==> src/rtl/booth_mult_32_pkg.sv <==
// rtl/booth_mult_32_pkg.sv - shared constants and types for the radix-2 Booth multiplier
package booth_mult_32_pkg;

  localparam int WIDTH = 32;
  localparam int ITER  = 32;

  localparam logic [5:0] CNT_LAST = 6'(ITER - 1);

  typedef enum logic [1:0] {
    ST_IDLE = 2'b00,
    ST_RUN  = 2'b01,
    ST_DONE = 2'b10
  } stateT;

  localparam logic [1:0] BOOTH_ADD = 2'b01;
  localparam logic [1:0] BOOTH_SUB = 2'b10;

  // Carry into the MSB is recovered from the MSB sum bit; overflow is that carry vs. carry out.
  function automatic logic addSubOverflow(
    input logic aMsb,
    input logic bEffMsb,
    input logic yMsb,
    input logic carryOut
  );
    return (aMsb ^ bEffMsb ^ yMsb) ^ carryOut;
  endfunction

endpackage

==> src/rtl/booth_mult_32_add_sub.sv <==
// rtl/booth_mult_32_add_sub.sv - 32-bit ripple-carry adder/subtractor (SnA=1 gives A-B)
module RC_ADD_SUB_32 (
  input  logic [31:0] A,
  input  logic [31:0] B,
  input  logic        SnA,
  output logic [31:0] Y,
  output logic        CO
);

  logic [32:0] carry;
  logic [31:0] bEff;

  always_comb begin
    carry    = '0;
    bEff     = B ^ {32{SnA}};
    Y        = '0;
    carry[0] = SnA;
    for (int i = 0; i < 32; i++) begin
      Y[i]       = A[i] ^ bEff[i] ^ carry[i];
      carry[i+1] = (A[i] & bEff[i]) | (A[i] & carry[i]) | (bEff[i] & carry[i]);
    end
    CO = carry[32];
  end

endmodule

==> src/rtl/booth_mult_32.sv <==
// rtl/booth_mult_32.sv - sequential signed 32x32 multiplier, one Booth step per cycle
module booth_mult_32
  import booth_mult_32_pkg::*;
(
  input  logic             CLK,
  input  logic             RST,
  input  logic             START,
  input  logic [WIDTH-1:0] MCND,
  input  logic [WIDTH-1:0] MPLR,
  output logic [WIDTH-1:0] HI,
  output logic [WIDTH-1:0] LO,
  output logic             BUSY,
  output logic             DONE
);

  stateT            state;
  stateT            stateNext;
  logic [WIDTH-1:0] mReg;
  logic [WIDTH-1:0] aReg;
  logic [WIDTH-1:0] qReg;
  logic             qm1;
  logic [5:0]       cnt;

  logic             load;
  logic             step;
  logic [1:0]       boothSel;
  logic             useAdder;
  logic [WIDTH-1:0] sum;
  logic             carryOut;
  logic             ovf;
  logic [WIDTH-1:0] stepS;
  logic             sgn;

  assign boothSel = {qReg[0], qm1};

  // Q[0] alone picks add vs subtract; the result is only used when boothSel is 01 or 10.
  RC_ADD_SUB_32 uAddSub (
    .A   (aReg),
    .B   (mReg),
    .SnA (qReg[0]),
    .Y   (sum),
    .CO  (carryOut)
  );

  always_comb begin
    useAdder = (boothSel == BOOTH_ADD) || (boothSel == BOOTH_SUB);
    ovf      = addSubOverflow(aReg[WIDTH-1], mReg[WIDTH-1] ^ qReg[0], sum[WIDTH-1], carryOut);
    stepS    = useAdder ? sum : aReg;
    // The true sign of A+/-M survives an overflow, which keeps M = 0x8000_0000 exact.
    sgn      = useAdder ? (stepS[WIDTH-1] ^ ovf) : aReg[WIDTH-1];
  end

  always_comb begin
    stateNext = state;
    load      = 1'b0;
    step      = 1'b0;
    case (state)
      ST_IDLE: begin
        if (START) begin
          load      = 1'b1;
          stateNext = ST_RUN;
        end
      end
      ST_RUN: begin
        step = 1'b1;
        if (cnt == CNT_LAST) begin
          stateNext = ST_DONE;
        end
      end
      ST_DONE: begin
        stateNext = ST_IDLE;
      end
      default: begin
        stateNext = ST_IDLE;
      end
    endcase
  end

  always_ff @(posedge CLK) begin
    if (!RST) begin
      state <= ST_IDLE;
    end else begin
      state <= stateNext;
    end
  end

  always_ff @(posedge CLK) begin
    if (!RST) begin
      mReg <= '0;
      aReg <= '0;
      qReg <= '0;
      qm1  <= 1'b0;
      cnt  <= '0;
    end else if (load) begin
      mReg <= MCND;
      aReg <= '0;
      qReg <= MPLR;
      qm1  <= 1'b0;
      cnt  <= '0;
    end else if (step) begin
      aReg <= {sgn, stepS[WIDTH-1:1]};
      qReg <= {stepS[0], qReg[WIDTH-1:1]};
      qm1  <= qReg[0];
      cnt  <= cnt + 6'd1;
    end
  end

  assign HI   = aReg;
  assign LO   = qReg;
  assign BUSY = (state != ST_IDLE);
  assign DONE = (state == ST_DONE);

endmodule

==> config.mk <==
export PLATFORM = sky130hd
export DESIGN_NAME = booth_mult_32
export DESIGN_NICKNAME = d
export VERILOG_FILES = /design/src/rtl/booth_mult_32_pkg.sv /design/src/rtl/booth_mult_32_add_sub.sv /design/src/rtl/booth_mult_32.sv
export SDC_FILE = /design/constraint.sdc
export NUM_CORES = 1
export LEC_CHECK = 0
export CAP_MARGIN = 30
export CORE_MARGIN = 2
export CORE_UTILIZATION = 33
export CTS_BUF_LIST = sky130_fd_sc_hd__clkbuf_8
export DETAILED_ROUTE_END_ITERATION = 8
export GPL_TIMING_DRIVEN = 0
export SLEW_MARGIN = 20
export SYNTH_ARGS = -nofsm -noshare
export SYNTH_HDL_FRONTEND = slang
export SYNTH_SLANG_ARGS = --single-unit
export TNS_END_PERCENT = 5
==> constraint.sdc <==
create_clock -name CLK -period 13.46 [get_ports CLK]
set_input_delay 2.692 -clock CLK [delete_from_list [all_inputs] [get_ports CLK]]
set_output_delay 2.692 -clock CLK [all_outputs]
set_load 0.005 [all_outputs]
==> Word-level counts from Yosys, hierarchy flattened <==
Index checks and enable logic that the tools add are counted.
{ "word_totals": {"wordCells": 262, "inputBits": 67, "register_bits": 105} }
{ "op_classes": {"n_reduce_logical": 7, "muxes": 9, "n_eq_ne": 7, "add_sub_neg": 1, "bitwise_logic": 231} }
{ "ops": {"columns": ["cell", "count"], "rows": [
  ["$and 1x1->1", 96],
  ["$mux 32", 3],
  ["$xor 1x1->1", 69],
  ["$or 1x1->1", 64],
  ["$xor 32x32->32", 1],
  ["$add 6x1->6 const B", 1],
  ["$eq 6x5->1 const B", 1],
  ["$eq 2x1->1 const B", 2],
  ["$eq 2x2->1 const B", 2],
  ["$mux 2", 2],
  ["$ne 2x2->1 const B", 2],
  ["$pmux 2 s2", 1],
  ["$reduce_and 2->1", 2],
  ["$reduce_bool 2->1", 2],
  ["$mux 1", 3],
  ["$logic_not 2->1", 1],
  ["$reduce_or 2->1", 1],
  ["$logic_or 1x1->1", 1],
  ["$not 1->1", 1]
]} }

==> Longest topological paths before layout <==
{ "logic_depth": {"depth_word": 99, "ltp_mapped": 38, "depth_no_buf": 36} }

==> Modules after synthesis <==
Synthesis repeated with hierarchy kept, for this count alone.
{ "hier_totals": {"hier_cells": 603, "area_unflattened_um2": 5560.3} }
{ "modules_own_cells": {"columns": ["mod", "area_per_inst_um2", "instances", "seq_area_each_um2", "cells_each"], "rows": [
  ["booth_mult_32", 4369.2, 1, 2102.0, 477],
  ["RC_ADD_SUB_32", 1191.1, 1, 0.0, 126]
]} }

==> Least setup slack after synthesis <==
OpenSTA, ideal clock, no wires.
{ "synth_path": {"kind": "register -> register", "startpoint": "register qReg[0], in the netlist LO[0]", "endpoint": "register aReg[30], in the netlist HI[30]", "path_stages_with_launch": 39, "arrival_ns": 12.939, "period_less_slack_ns": 13.065, "path_buffers": 2, "path_slack_ns": 0.395, "setup_time_ns": 0.126, "cell_sequence": "dfxtp_1 > buf_4 > buf_2 > xor2_1 > fa_1 > fa_1 > inv_1 > fa_1 > fa_1 > fa_1 > fa_1 > fa_1 > fa_1 > fa_1 > fa_1 > fa_1 > fa_1 > fa_1 > [3 not listed] > fa_1 > fa_1 > fa_1 > fa_1 > fa_1 > fa_1 > fa_1 > fa_1 > fa_1 > fa_1 > fa_1 > fa_1 > fa_1 > fa_1 > inv_1 > fa_1 > mux2i_1 > a211oi_1"} }
{ "synth_via": {"elab_chain_cells": 96, "elab_cells_between_ends": 162, "classes_between": "2 x eq/ne; 1 x mux; 158 x bitwise; 1 x reduce/logical"} }
{ "synth_lines": {"columns": ["element", "line_no", "rtl"], "rows": [
  ["start, declared", "booth_mult_32.sv:20", "logic [WIDTH-1:0] qReg;"],
  ["start signal, assigned", "booth_mult_32.sv:102", "qReg <= {stepS[0], qReg[WIDTH-1:1]};"],
  ["$xor 32x32->32", "booth_mult_32_add_sub.sv:15", "bEff = B ^ {32{SnA}};"],
  ["$and 1x1->1", "booth_mult_32_add_sub.sv:20", "carry[i+1] = (A[i] & bEff[i]) | (A[i] & carry[i]) | (bEff[i] & carry[i]);"],
  ["$or 1x1->1 (2 in a row)", "booth_mult_32_add_sub.sv:20", null],
  ["$and 1x1->1", "booth_mult_32_add_sub.sv:20", null],
  ["$or 1x1->1 (2 in a row)", "booth_mult_32_add_sub.sv:20", null],
  ["$and 1x1->1", "booth_mult_32_add_sub.sv:20", null],
  ["$or 1x1->1 (2 in a row)", "booth_mult_32_add_sub.sv:20", null],
  ["$and 1x1->1", "booth_mult_32_add_sub.sv:20", null],
  ["[74 not listed]", null, null],
  ["$and 1x1->1", "booth_mult_32_add_sub.sv:20", null],
  ["$or 1x1->1 (2 in a row)", "booth_mult_32_add_sub.sv:20", null],
  ["$and 1x1->1", "booth_mult_32_add_sub.sv:20", null],
  ["$or 1x1->1 (2 in a row)", "booth_mult_32_add_sub.sv:20", null],
  ["$and 1x1->1", "booth_mult_32_add_sub.sv:20", null],
  ["$or 1x1->1 (2 in a row)", "booth_mult_32_add_sub.sv:20", null],
  ["$xor 1x1->1", "booth_mult_32_add_sub.sv:19", "Y[i] = A[i] ^ bEff[i] ^ carry[i];"],
  ["$mux 32 (*)", "booth_mult_32.sv:48", "stepS = useAdder ? sum : aReg;"],
  ["end signal, assigned", "booth_mult_32.sv:101", "aReg <= {sgn, stepS[WIDTH-1:1]};"],
  ["end, declared", "booth_mult_32.sv:19", "logic [WIDTH-1:0] aReg;"]
]} }
Mark *: on every way between the ends. The rest lies on a longest branch, timed or not.
A chain may end at the register's enable or synchronous reset.

==> Worst setup path after layout <==
Same ends and word-level chain as after synthesis.

==> impl_metrics.csv <==
group,metric,value,unit
timing,max_clock_freq,76.88,MHz
detailed_routing,drt-vias-per-instance,4.939,
worst_setup_path,crit_cells,38,
placed_design,placed_area,0.006888,mm^2
worst_setup_path,critPathBufInv,4,
detailed_routing,num_vias,4816,
cts,cts_tree,"built",
detailed_routing,routed_wl,14.82,mm
floorplan,die_w,130.7,um
worst_setup_path,timing.rr.end,"HI[30]$_SDFFE_PP0P_",
timing,worst_pin_slew,0.5897,ns
worst_setup_path,worst_setup_path_start_kind,"flop",
pwr,power_density,93.11,mW/mm^2
cts,clock_path_buffers,2,
cts,clk_latency,0.40,ns
global_routing,grt_pass1_wl,24.00,mm
hold_path,whs_path_depth,2,
timing,finalMaxSlewViolations,0,
worst_setup_path,rrSetupSlack,0.45,ns
placed_design,port_buffers,132,
worst_setup_path,reg2reg_from,"LO[0]$_SDFFE_PN0P_",
timing,setup_tns,0,ns
yosys,synth-seq-cells,105,
global_routing,grt.overflow.total,0,
global_routing,antenna_found_initial,0,
floorplan,rows,46,
worst_setup_path,worstSetupPathType,"flop to flop",
floorplan,die_area,0.01708,mm^2
floorplan,core,0.01577,mm^2
placed_design,routabilityCongestion,0.8090,
detailed_routing,drc,0,
yosys,netlist_area,0.005296,mm^2
detailed_routing,avgRoutedWirePerCell,15.20,um
worst_setup_path,max_stage_delay,0.43,ns
worst_setup_path,crit_end,"HI[30]$_SDFFE_PP0P_",
worst_setup_path,worstPathRequired,13.75,ns
placed_design,dp_hpwl,11.38,mm
final_layout,final_nets,854,
outcome,outcome,"finished, final reports clean",
cts,clk_pin_slew_worst_paths,0.11,ns
timing,period_share,0.9663,
timing,finalHoldViolCount,0,
yosys,seq_area_frac_synth,0.3969,
detailed_routing,dr.pass1.iters,5,
floorplan,io_pins,133,
floorplan,start_util,0.3358,
detailed_routing,drt-initial-drc-count,296,
pwr,ir_drop,0.00005689,V
flow_run,drv_cap,0,
worst_setup_path,critPathTopFamily,"adder cells",
timing,rsz0062_at_grt,"no",
pwr,p_leak,2.200,nW
final_layout,diodes,0,
timing,finalClockSkew,0.01635,ns
yosys,ys_types,38,
yosys,synth_cells,611,
floorplan,dieHeight,130.7,um
final_layout,final_layout_size_suffix_gt1_frac,0.07905,
global_routing,grt_max_degree,19,
timing,fin_ws,0.4534,ns
worst_setup_path,r2r_cells,38,
timing,setup_viol,0,
worst_setup_path,cp_slowest_cell,"fa_1",
global_routing,grt_usage,0.1807,
cts,hold_buffers,0,
yosys,syn_nets,711,
worst_setup_path,worstPathMaxFanout,10,
cts,cts_root_buf,"clkbuf_8",
final_layout,final_area,0.007134,mm^2
yosys,syn-mean-instance-area,8.668,um^2
cts,htreeDepth,3,
cts,cts_made_buffers,9,
global_routing,grt_pass1_vias,4716,
pwr,p_total,0.6643,mW
timing,hold_slack,0.4729,ns
placed_design,pre_cts_slack,-0.3212,ns
yosys,yosys_warnings,0,
worst_setup_path,end_kind,"flop",
timing,slew_headroom,0.6069,
worst_setup_path,path_common_cell,"fa_1",
hold_path,min_path_type,"flop to flop",
detailed_routing,postRouteAntennaNets,0,
worst_setup_path,critPathArrivalTime,13.29,ns
timing,period_needed,13.01,ns
cts,clkSinkCount,105,
final_layout,syn_to_final_growth,34.70,%
worst_setup_path,crit_start,"LO[0]$_SDFFE_PN0P_",
## worst min path at each step
stage | startpoint | end | slack (ns)
after CTS | mReg[3]$_SDFFE_PN0P_ | mReg[3]$_SDFFE_PN0P_ | 0.48
final | mReg[20]$_SDFFE_PN0P_ | mReg[20]$_SDFFE_PN0P_ | 0.47
after global placement | mReg[3]$_SDFFE_PN0P_ | mReg[3]$_SDFFE_PN0P_ | 0.45
after floorplan | cnt[5]$_SDFFE_PP0P_ | state[1]$_SDFFE_PN0P_ | 0.43
after global routing | mReg[5]$_SDFFE_PN0P_ | mReg[5]$_SDFFE_PN0P_ | 0.49
after detailed placement | LO[1]$_SDFFE_PN0P_ | LO[1]$_SDFFE_PN0P_ | 0.46
## what timing repair did
item / in CTS / in global routing
setup buffers: 0 / 0
resized for setup: 7 / 9
setup endpoints to repair: 3 / 3
## stage by stage
stage | util | cells
3_5_place_dp | 0.4368 | 959
4_1_cts | 0.4509 | 975
5_1_grt | 0.4524 | 975
3_3_place_gp | 0.4368 | 959
6_report | 0.4524 | 975
2_1_floorplan | - | 611
## routing by layer
metal	vias to the layer above	global-route usage	part of all wire
met5	-	0	0
met4	0	0.04944	0.012
met3	11	0.05945	0.077
met2	172	0.2837	0.46
met1	2287	0.2403	0.45
li1	2346	-	-
## cell usage in the layout (no fill, tap or decap), types with 2 or more instances in the layout
cell and count:
clkbuf_1 24, fa_2 9, nand3_1 29, o21ai_0 3, dfxtp_1 104, a22oi_1 31, inv_1 31, a211oi_1 3
a31oi_1 28, buf_4 4, buf_2 17, or3b_1 2, nand3b_1 2, nor2b_1 2, a21oi_1 71, clkdlybuf4s50_1 132
clkbuf_8 11, xnor2_1 31, fa_1 22, nand2_1 130, or3_1 30, xor2_1 3, buf_6 6, nor2_1 6
xor2_2 2, inv_6 2, mux2i_1 3, ha_1 2
## sequential cells by signal (all words and copies together) (netlist names)
| register | flops |
|---|---|
| state | 2 |
| cnt | 6 |
| qm1 | 1 |
| HI | 32 |
| LO | 32 |
| mReg | 32 |
## area by class of cell
class	instances	area (um^2)
buffer	52	292.8
clock buffer	11	151.4
clock inverter	5	45.04
fill	1591	8636
inverter	32	120.1
multi-input combinational	422	2830
sequential	105	2103
tap	216	270.3
timing repair buffer	132	1321
## report_power, final
part | switching [mW] | total, mW | internal, mW
clock network | 0.119 | 0.199 | 0.0805
registers | 0.0113 | 0.336 | 0.325
logic | 0.0661 | 0.129 | 0.0628
total | 0.196 | 0.664 | 0.468
## synth_stat cells
| cell type | count | area (um^2) |
|---|---|---|
| or4b_4 | 1 | 13.76 |
| buf_6 | 5 | 56.30 |
| a211oi_1 | 3 | 22.52 |
| o31ai_1 | 1 | 7.510 |
| a311oi_1 | 1 | 8.760 |
| buf_2 | 18 | 90.09 |
| nand3b_1 | 2 | 15.01 |
| or3b_1 | 2 | 17.52 |
| nand3_1 | 29 | 145.1 |
| a31oi_1 | 28 | 175.2 |
| inv_2 | 1 | 3.750 |
| xnor2_1 | 31 | 271.5 |
| a211o_1 | 1 | 8.760 |
| fa_1 | 31 | 620.6 |
| nand2_1 | 130 | 488.0 |
| or4_1 | 1 | 7.510 |
| mux2_2 | 1 | 11.26 |
| o21ai_0 | 3 | 15.01 |
| nor4_1 | 1 | 6.260 |
| a32oi_1 | 1 | 8.760 |
| nand2b_1 | 1 | 6.260 |
| or3_1 | 30 | 187.7 |
| o21bai_1 | 1 | 7.510 |
| a21oi_1 | 71 | 355.3 |
| buf_4 | 5 | 37.54 |
| dfxtp_1 | 105 | 2102 |
| a22oi_1 | 31 | 232.7 |
| mux2i_1 | 3 | 30.03 |
| inv_1 | 31 | 116.4 |
| xor2_2 | 1 | 16.27 |
| nand4_1 | 1 | 6.260 |
| clkbuf_1 | 24 | 90.09 |
| o211ai_2 | 1 | 12.51 |
| nor2_1 | 6 | 22.52 |
| nor2b_1 | 2 | 12.51 |
| ha_1 | 2 | 25.02 |
| nor3b_1 | 1 | 7.510 |
| xor2_1 | 4 | 35.03 |
## worst register-to-register path: cells and delay by family, from the launching register on
kind	cells	cell delay, ns
AO/OA/AOI/OAI	1	0.09
adder cells (fa/ha/maj)	31	11.67
buffers and inverters	4	0.48
multiplexers	1	0.15
flip-flops	1	0.35
XOR/XNOR	1	0.16
## kinds of logic after synthesis
kind of cell | synth area share
flops | 0.3969
fa+ha+maj | 0.1219
compound gates | 0.1614
xor+xnor | 0.06095
mux | 0.007796
buf+inv | 0.07442
simple gates | 0.1767
Note: power is estimated with default switching activity, not from simulation.
